$ cat src/rtl/maxnet_data_loader.sv
// maxnet_data_loader: streams activation words from a valid/ready source into
// the Maxnet data memory at addresses 0..DEPTH-1. Each accepted word produces
// one registered write. done is raised once a full or short load completes.
module maxnet_data_loader #(
  parameter int DATA_WIDTH = 32,
  parameter int DEPTH      = 4,
  parameter int ADDR_WIDTH = 2
) (
  input  logic                  clk,
  input  logic                  rst,
  input  logic                  start,
  input  logic                  in_valid,
  output logic                  in_ready,
  input  logic [DATA_WIDTH-1:0] in_data,
  input  logic                  in_last,
  output logic                  wr_en,
  output logic [ADDR_WIDTH-1:0] wr_addr,
  output logic [DATA_WIDTH-1:0] wr_data,
  output logic [ADDR_WIDTH:0]   count,
  output logic                  done
);

  typedef enum logic [1:0] {
    S_IDLE = 2'd0,
    S_LOAD = 2'd1,
    S_DONE = 2'd2
  } state_t;

  localparam logic [ADDR_WIDTH-1:0] LAST_ADDR = ADDR_WIDTH'(DEPTH - 1);

  state_t                r_state, w_state_nxt;
  logic [ADDR_WIDTH-1:0] r_addr, w_addr_nxt;
  logic [ADDR_WIDTH:0]   r_count, w_count_nxt;
  // Low only for the first edge after reset release, so a start pulse that
  // overlaps the release cannot launch a load.
  logic                  r_armed;
  logic                  r_wr_en_p1, w_wr_en_nxt;
  logic [ADDR_WIDTH-1:0] r_wr_addr_p1, w_wr_addr_nxt;
  logic [DATA_WIDTH-1:0] r_wr_data_p1, w_wr_data_nxt;
  logic                  w_hs;
  logic                  w_final_word;

  assign in_ready     = (r_state == S_LOAD);
  assign done         = (r_state == S_DONE);
  assign w_hs         = in_ready & in_valid;
  assign w_final_word = (r_addr == LAST_ADDR) | in_last;

  assign wr_en   = r_wr_en_p1;
  assign wr_addr = r_wr_addr_p1;
  assign wr_data = r_wr_data_p1;
  assign count   = r_count;

  // State, address/count and the registered write port; all cleared on reset.
  always_ff @(posedge clk or negedge rst) begin
    if (!rst) begin
      r_state      <= S_IDLE;
      r_addr       <= '0;
      r_count      <= '0;
      r_armed      <= 1'b0;
      r_wr_en_p1   <= 1'b0;
      r_wr_addr_p1 <= '0;
      r_wr_data_p1 <= '0;
    end else begin
      r_state      <= w_state_nxt;
      r_addr       <= w_addr_nxt;
      r_count      <= w_count_nxt;
      r_armed      <= 1'b1;
      // ---- write stage (p1): one cycle after the accepting edge ----
      r_wr_en_p1   <= w_wr_en_nxt;
      r_wr_addr_p1 <= w_wr_addr_nxt;
      r_wr_data_p1 <= w_wr_data_nxt;
    end
  end

  // Next-state and write-port decode; wr_addr/wr_data hold when no word is accepted.
  always_comb begin
    w_state_nxt   = r_state;
    w_addr_nxt    = r_addr;
    w_count_nxt   = r_count;
    w_wr_en_nxt   = 1'b0;
    w_wr_addr_nxt = r_wr_addr_p1;
    w_wr_data_nxt = r_wr_data_p1;
    case (r_state)
      S_IDLE, S_DONE: begin
        if (start && r_armed) begin
          w_state_nxt = S_LOAD;
          w_addr_nxt  = '0;
          w_count_nxt = '0;
        end
      end
      S_LOAD: begin
        // start is deliberately not examined here: a load runs to completion.
        if (w_hs) begin
          w_wr_en_nxt   = 1'b1;
          w_wr_addr_nxt = r_addr;
          w_wr_data_nxt = in_data;
          w_addr_nxt    = r_addr + ADDR_WIDTH'(1);
          w_count_nxt   = r_count + (ADDR_WIDTH + 1)'(1);
          if (w_final_word) begin
            w_state_nxt = S_DONE;
          end
        end
      end
      default: begin
        w_state_nxt = S_IDLE;
      end
    endcase
  end

endmodule

$ cat config.mk
export PLATFORM = sky130hd
export DESIGN_NAME = maxnet_data_loader
export DESIGN_NICKNAME = d
export VERILOG_FILES = /design/src/rtl/maxnet_data_loader.sv
export SDC_FILE = /design/constraint.sdc
export NUM_CORES = 1
export LEC_CHECK = 0
export CAP_MARGIN = 20
export CORE_MARGIN = 2
export CORE_UTILIZATION = 40
export DETAILED_ROUTE_END_ITERATION = 7
export DONT_BUFFER_PORTS = 1
export GPL_TIMING_DRIVEN = 1
export PLACE_DENSITY = 0.51
export SLEW_MARGIN = 25
export SYNTH_ARGS = -nofsm -noshare
export SYNTH_HDL_FRONTEND = slang
export SYNTH_SLANG_ARGS = --single-unit
$ cat constraint.sdc
create_clock -name clk -period 1.5 [get_ports clk]
set_clock_uncertainty 0.05 [all_clocks]
set_input_delay 0.3 -clock clk [delete_from_list [all_inputs] [get_ports clk]]
set_output_delay 0.3 -clock clk [all_outputs]
set_load 0.02 [all_outputs]
=== After elaboration in Yosys (flattened, before gate mapping) ===
Index checks and enable logic that the tools add are counted.

* Logic and storage cells: 36
* Register bits: 43
* Output and inout port bits: 40
* Input bits: 37

* Reductions and logical operators: 7
* Eq/ne operators: 6
* Add/sub/neg operators: 2
* Mux-type cells: 12
* Bitwise gates (word level): 2

{| class="wikitable"
|+ Operators by type and width
! cell !! count
|-
| $mux 2 || 5
|-
| $pmux 2 s2 || 2
|-
| $mux 3 || 2
|-
| $pmux 3 s2 || 1
|-
| $reduce_and 3->1 || 2
|-
| $eq 2x2->1 const B || 2
|-
| $ne 2x1->1 const B || 2
|-
| $add 3x1->3 const B || 1
|-
| $add 2x1->2 const B || 1
|-
| $eq 2x1->1 const B || 1
|-
| $logic_not 2->1 || 1
|-
| $mux 1 || 2
|-
| $ne 2x2->1 const B || 1
|-
| $reduce_and 2->1 || 1
|-
| $reduce_bool 2->1 || 1
|-
| $reduce_or 2->1 || 1
|-
| $and 1x1->1 || 1
|-
| $logic_and 1x1->1 || 1
|-
| $or 1x1->1 || 1
|}

=== Logic depth before layout (Yosys ltp) ===
Gate-level depths: netlist (run 1).

* Depth after elaboration: 5
* Gate-level depth with buffers: 4
* Gate-level depth less buffers: 4

=== Least setup slack after synthesis (run 1) ===
No wires, ideal clock.

* Kind: register to register
* From: register r_state[1]
* To: register r_wr_addr_p1[1], in the netlist wr_addr[1]
* Buffers on the path: 1
* Slack: 112 ps
* Setup time: 125 ps
* Data required time: 1325 ps
* Stages on the path, launching flop included: 5
* Arrival time: 1213 ps
* Clock period less this slack: 1388 ps
* Cells stage by stage: dfrtp_1 > nor2b_4 > nand2_4 > buf_6 > mux2_4

* Cells in the longest elaborated chain, start to end: 3

{| class="wikitable"
|+ RTL lines
! item !! RTL line !! source
|-
| start, declared || 31 || <nowiki>state_t r_state, w_state_nxt;</nowiki>
|-
| start signal, assigned || 64 || <nowiki>r_state <= w_state_nxt;</nowiki>
|-
| $eq 2x1->1 * || 43 || <nowiki>assign in_ready = (r_state == S_LOAD);</nowiki>
|-
| via in_ready || 13 || <nowiki>output logic in_ready,</nowiki>
|-
| $and 1x1->1 || 45 || <nowiki>assign w_hs = in_ready & in_valid;</nowiki>
|-
| $reduce_and 2->1 (no source line) * || - ||
|-
| end signal, assigned || 70 || <nowiki>r_wr_addr_p1 <= w_wr_addr_nxt;</nowiki>
|-
| end, declared || 38 || <nowiki>logic [ADDR_WIDTH-1:0] r_wr_addr_p1, w_wr_addr_nxt;</nowiki>
|}

The timed path passes the listed nets; every way through them passes the cells marked *.
A chain may end at the register's enable or synchronous reset.

=== Final worst setup path (run 1) ===
* From: register r_state[0]
* To: output done

* Cells in the longest elaborated chain, start to end: 1

{| class="wikitable"
|+ RTL lines
! item !! RTL line !! source
|-
| $eq 2x2->1 || 44 || <nowiki>assign done = (r_state == S_DONE);</nowiki>
|-
| end, declared || 20 || <nowiki>output logic done</nowiki>
|}

Every way passes these cells.

==> results of run 1 <==
[cells in the final DEF (no fill, tap or decap), types with 2 or more instances in the layout]
cell,n
dfrtp_1,43
mux2_4,29
nand2_1,7
clkbuf_8,6
mux2_2,5
o211ai_1,3
buf_12,3
xnor2_1,2
a22o_1,2
nand3_1,2
nor2_1,2
ha_1,2
buf_4,2
[registers in the layout, summed over array words and instances (netlist names)]
signal	cells
count	3
wr_data	32
r_addr	2
wr_en	1
r_state	2
r_armed	1
wr_addr	2
[worst paths after layout]
check                                       start  depth (start not counted)  slack, ps                      end
max                        r_state[0]$_DFFE_PN0P_                          3         70                     done
min in group asynchronous                     rst                          2        420  wr_data[22]$_DFFE_PN0P_
min                                   in_data[30]                          1        100  wr_data[30]$_DFFE_PN0P_
max in group asynchronous                     rst                          2        790  wr_data[30]$_DFFE_PN0P_
min reg2reg                 r_addr[1]$_DFFE_PN0P_                          2        530    r_addr[1]$_DFFE_PN0P_
max reg2reg                r_state[0]$_DFFE_PN0P_                          4        180   wr_data[3]$_DFFE_PN0P_
[cells in the mapped netlist (2+ instances only)]
cell type / count / share of area [%]
a22o_1: 2 / 0.96
buf_6: 3 / 1.9
dfrtp_1: 43 / 59
ha_1: 2 / 1.4
mux2_2: 5 / 3.1
mux2_4: 29 / 24
nand2_1: 7 / 1.4
nand3_1: 2 / 0.55
nor2_1: 2 / 0.41
o211ai_1: 3 / 1.2
xnor2_1: 2 / 0.96
[layout make-up]
class                           instances  area [sq um]
Clock buffer                            6          82.6
Clock inverter                          2          35.0
Fill cell                             372          2300
Inverter                                1          3.75
Multi-Input combinational cell         64           694
Sequential cell                        43          1080
Tap cell                               52          65.1
Timing Repair Buffer                    7          96.3
[power groups by stage]
stage / combinational, mW / clock [mW] / sequential (mW)
after detailed placement: 1.31 / 0 / 2.73
after global placement: 1.27 / 0 / 2.72
after CTS: 1.36 / 0.948 / 2.71
after global routing: 1.46 / 0.993 / 2.77
after floorplan: 1.14 / 0 / 2.61
final: 1.34 / 0.913 / 2.70
[routing by layer]
metal | vias up | track usage (%) | wire length [microns]
met2 | 42 | 20.5 | 1540
met1 | 470 | 15.2 | 1210
met3 | 5 | 5.49 | 273
met4 | 0 | 5.03 | 42
li1 | 404 | - | -
met5 | - | 0 | 0
[kinds of logic after synthesis]
family | count (synthesis)
xor+xnor | 3
flops | 43
buf+inv | 6
mux | 34
compound gates | 8
other cells | 1
simple gates | 16
fa+ha+maj | 2
[repair_timing]
item / in CTS / in global routing
hold endpoints to repair: 43 / 0
endpoints found under the setup margin: 0 / 1
hold buffers: 2 / 0
gates resized for setup: 0 / 1
[per-stage QoR]
step,power (mW),instances,hold WS (ps)
finish,4.95,175,104
global placement,4.00,165,-44.6
detailed placement,4.04,165,-44.5
floorplan,3.75,113,-45.6
global route,5.23,175,83.5
CTS,5.02,175,89.2
==> metrics.csv, run 1 <==
stage;metric;value;unit
synth;net count after synthesis;152;
layout;Final Util;47.2;%
route;via count;921;
synth;dominant combinational cell family by area after synthesis;multiplexers;
clock_network;insertion delay to the later sink of the worst-skew pair;290;ps
setup_path;Worst path slowest cell;dfrtp_1;
floorplanning;cell row count;24;
timing;unrepaired setup endpoints after global routing;no;
timing;number of setup violations in the final report;0;
floorplanning;I/O pin total;77;
route;number of DRC markers after the initial detailed-route iteration;30;
clock_network;Sinks on Clock Net;43;
setup_path;arrival time reported for the critical path endpoint;1080;ps
global_routing;GR Util All Layers;12.8;%
synth;Cell variety after synth;24;
route;Antenna Violating Nets Remaining;0;
synth;number of warnings issued by yosys;0;
floorplanning;width of the chip;71.4;microns
layout;Final nets;161;
global_routing;grt total ovfl;0;
clock_network;clock root buffer;clkbuf_8;
route;detailed-route wire length;3070;microns
clock_network;number of buffers inserted by post-CTS setup repair;0;
timing;Final min period;1430;ps
setup_path;CP Cell Sequence;buf_6 > nor2b_1 > buf_4;
clock_network;CTS tree;yes;
layout;finished layout cell area;2050;sq um
setup_path;critical path type;reg -> out;
clock_network;buffer depth of the longest clock path;2;
placement;number of buffers added on ports;0;
global_routing;number of global-route vias before repair;944;
setup_path;category of cells accounting for the largest share of critical-path delay;flip-flops;
setup_path;capturing element type of the critical path;output port;
global_routing;initial antenna violation count;0;
layout;diode insertion count for antenna repair;0;
placement;Placement Cell Area;1900;sq um
power_and_ir_drop;Net Sw Frac;36.9;%
route;detailed-routing iteration count for the pre-antenna-repair pass;4;
clock_network;CTS H-tree lvls;2;
layout;synthesis-to-layout area growth;13.0;%
placement;HPWL Detailed;2100;microns
global_routing;pin count of the biggest net entering global routing;44;
timing;total negative slack for setup checks;0;ps
power_and_ir_drop;design internal power;3.13;mW
synth;adder-cell share of the synthesized area;1.38;%
synth;share of synthesized flip-flops with an asynchronous set or reset;100;%
setup_path;buffers plus inverters on the worst setup path;2;
synth;main flop type after synthesis;dfrtp_1;
layout;fraction of layout instances using a drive strength above 1;40.7;%
synth;cell area after synthesis;1820;sq um
setup_path;crit-path max FO;10;
synth;synthesized flop and latch total;43;
power_and_ir_drop;power density over the cells;2410;nW/um^2
route;total DRC errors in the routed layout;0;
setup_path;Worst path max stage delay;400;ps
timing;number of hold violations in the final report;0;
synth;count of flip-flops with a built-in enable after synthesis;0;
route;average wire per standard cell;17.5;microns
floorplanning;Floorplan Core Area;4350;sq um
global_routing;global-route wire length before repair;5010;microns
run;number of violations of the max-capacitance limit;0;
setup_path;Worst Path Required;1150;ps
placement;Post-Place Setup Slack;191;ps
power_and_ir_drop;portion of total power attributed to sequential cells;54.5;%
synth;Post-Syn Area per Cell;16.1;sq um
timing;post-route setup slack;68.6;ps
power_and_ir_drop;combinational power share;27.0;%
synth;mux share of post-synthesis cell area;27.1;%
synth;synthesized-area fraction occupied by xor and xnor cells;1.45;%
timing;Max Slew Vio Count;0;
hold_path;kind of path behind the tightest hold check;in -> reg;
timing;final worst-path cycle share;95.4;%
power_and_ir_drop;total leakage power;1.02;nW
floorplanning;area of the die;5100;sq um
synth;post-synthesis share of cell area spent on and, or, nand and nor gates;4.96;%
clock_network;clock edge transition at the registers on the reported setup and hold paths;80;ps
power_and_ir_drop;clock network power share;18.4;%
setup_path;Critical Path Source Type;register;
placement;last weighted congestion value of the routability-driven placer;0.691;
floorplanning;die height;71.4;microns
synth;post-synthesis cell count;113;
synth;post-synthesis compound-gate area fraction;3.17;%
clock_network;cts bufs inserted;5;
power_and_ir_drop;net switching component of the power;1.82;mW
floorplanning;initial core utilization;41.7;%
timing;FMAX;699;MHz
power_and_ir_drop;worst vdd ir;810;uV
run_status;run status;finished clean;
route;number of vias per cell after detailed routing;5.26;
synth;fraction of the yosys area taken by sequential cells;59.2;%
(Power assumes the default switching activity.)
==> inputs of run 2 (changes only) <==
--- a/config.mk
+++ b/config.mk
@@ -7,11 +7,11 @@
 export LEC_CHECK = 0
 export CAP_MARGIN = 20
 export CORE_MARGIN = 2
-export CORE_UTILIZATION = 40
+export CORE_UTILIZATION = 60
 export DETAILED_ROUTE_END_ITERATION = 7
 export DONT_BUFFER_PORTS = 1
 export GPL_TIMING_DRIVEN = 1
-export PLACE_DENSITY = 0.51
+export PLACE_DENSITY = 0.73
 export SLEW_MARGIN = 25
 export SYNTH_ARGS = -nofsm -noshare
 export SYNTH_HDL_FRONTEND = slang
==> constraint.sdc (replaced) <==
create_clock -name clk -period 1.6 [get_ports clk]
set_clock_uncertainty 0.05 [all_clocks]
set_input_delay 0.32 -clock clk [delete_from_list [all_inputs] [get_ports clk]]
set_output_delay 0.32 -clock clk [all_outputs]
set_load 0.02 [all_outputs]
==> metrics.csv, run 2 (synthesis gave the netlist of run 1 again) <==
stage;metric;value;unit
run_status;run status;finished clean;
global_routing;pin count of the biggest net entering global routing;44;
placement;Cell Count Post-Placement;143;
clock_network;Sinks on Clock Net;43;
timing;number of hold violations in the final report;0;
setup_path;Critical Path Stages;2;
layout;Final Util;70.3;%
global_routing;GR Util All Layers;18.1;%
route;average wire per standard cell;19.1;microns
placement;number of buffers added on ports;0;
placement;last weighted congestion value of the routability-driven placer;0.765;
layout;Non-Filler Instances;153;
global_routing;initial antenna violation count;0;
floorplanning;Floorplan Core Area;2810;sq um
floorplanning;initial core utilization;64.8;%
clock_network;CTS H-tree lvls;2;
route;number of DRC markers after the initial detailed-route iteration;22;
layout;most frequent cells in the layout;dfrtp_1, mux2_4, nand2_1;
route;detailed-routing iteration count for the pre-antenna-repair pass;4;
timing;Final min period;1520;ps
setup_path;Critical Path Source Type;register;
setup_path;arrival time reported for the critical path endpoint;1150;ps
clock_network;buffer depth of the longest clock path;2;
placement;Post-Place Setup Slack;289;ps
floorplanning;die height;59.0;microns
timing;final worst-path cycle share;94.8;%
floorplanning;cell row count;19;
clock_network;number of buffers inserted by post-CTS setup repair;0;
setup_path;CP Cell Sequence;buf_4 > nor2b_2;
global_routing;grt total ovfl;0;
clock_network;cts bufs inserted;5;
setup_path;buffers plus inverters on the worst setup path;1;
timing;FMAX;659;MHz
route;number of vias per cell after detailed routing;5.92;
layout;most frequent standard cell in the layout excluding fill and tap cells;dfrtp_1;
clock_network;clock root buffer;clkbuf_4;
setup_path;capturing element type of the critical path;output port;
layout;max reg flops;32;
route;Antenna Violating Nets Remaining;0;
global_routing;global-route wire length before repair;4670;microns
hold_path;number of instances on the worst hold path;1;
power_and_ir_drop;power density over the cells;2210;nW/um^2
setup_path;Worst path max stage delay;390;ps
timing;number of setup violations in the final report;0;
route;via count;906;
setup_path;Worst path slowest cell;dfrtp_1;
layout;fraction of layout instances using a drive strength above 1;41.0;%
clock_network;clock edge transition at the registers on the reported setup and hold paths;120;ps
setup_path;crit-path max FO;10;
placement;HPWL Detailed;2020;microns
route;total DRC errors in the routed layout;0;
timing;total negative slack for setup checks;0;ps
layout;diode insertion count for antenna repair;0;
floorplanning;width of the chip;59.0;microns
global_routing;number of global-route vias before repair;1002;
timing;unrepaired setup endpoints after global routing;no;
setup_path;setup slack of the most critical reg-to-reg path;280;ps
clock_network;insertion delay to the later sink of the worst-skew pair;340;ps
route;detailed-route wire length;2920;microns
setup_path;Worst Path Required;1230;ps
power_and_ir_drop;Power Total;4.35;mW
power_and_ir_drop;total leakage power;0.994;nW
floorplanning;I/O pin total;77;
floorplanning;area of the die;3480;sq um
setup_path;critical path type;reg -> out;
setup_path;depth of the worst register-to-register path;4;
setup_path;category of cells accounting for the largest share of critical-path delay;flip-flops;
layout;Final nets;160;
clock_network;CTS tree;yes;
hold_path;kind of path behind the tightest hold check;in -> reg;
timing;post-route setup slack;83.6;ps
layout;synthesis-to-layout area growth;8.61;%
power_and_ir_drop;worst vdd ir;1370;uV
run;number of violations of the max-capacitance limit;0;
timing;Max Slew Vio Count;0;
==> run 2: layout make-up <==
class                           count  area (sq um)
Tap cell                           31          38.8
Fill cell                         192           832
Multi-Input combinational cell     64           697
Timing Repair Buffer                6          85.1
Clock inverter                      1          7.51
Sequential cell                    43          1080
Clock buffer                        7          65.1
Inverter                            1          3.75
==> run 2: power breakdown <==
group          total, mW  switching (mW)  internal (mW)  leakage (nW)
clock network      0.585           0.328          0.257        0.0375
logic               1.24           0.412          0.829         0.436
registers           2.53           0.950           1.58         0.520
==> run 2: metal layers <==
layer | up-vias | wire length (microns) | share of wire (%) | GRT usage, %
met5 | - | 0 | 0 | 0
met4 | 0 | 45 | 1.5 | 5.84
met3 | 6 | 317 | 11 | 8.73
met2 | 50 | 1370 | 47 | 30.0
met1 | 444 | 1190 | 41 | 20.7
li1 | 406 | - | - | -
==> run 2: per-stage QoR <==
stage                     instance area (sq um)  hold slack, ps
after detailed placement                   1870           -24.7
after global routing                       1970            27.1
after floorplan                            1820           -25.6
after CTS                                  1970            46.3
final                                      1970            59.7
after global placement                     1870           -24.8
==> run 2: worst register-to-register path: cells and delay by family, from the launching register on <==
| kind | cells | cell delay (ps) |
|---|---|---|
| DFF | 1 | 460 |
| buffers and inverters | 1 | 170 |
| muxes | 1 | 310 |
| and+or+nand+nor | 2 | 240 |
==> run 2: timing repair <==
| action | in CTS | in global routing |
|---|---|---|
| hold endpoints to repair | 43 | 0 |
| setup endpoints to repair | 1 | 0 |
| gates resized for setup | 1 | 0 |
| hold buffers | 2 | 0 |
==> run 2: path summary, 6_finish.rpt <==
check / to / start
setup / recovery: done / r_state[0]$_DFFE_PN0P_
hold / removal: wr_data[13]$_DFFE_PN0P_ / in_data[13]
setup reg to reg: wr_addr[0]$_DFFE_PN0P_ / r_state[1]$_DFFE_PN0P_
hold reg to reg: r_addr[1]$_DFFE_PN0P_ / r_addr[1]$_DFFE_PN0P_
max in group asynchronous: r_addr[0]$_DFFE_PN0P_ / rst
min in group asynchronous: wr_data[19]$_DFFE_PN0P_ / rst
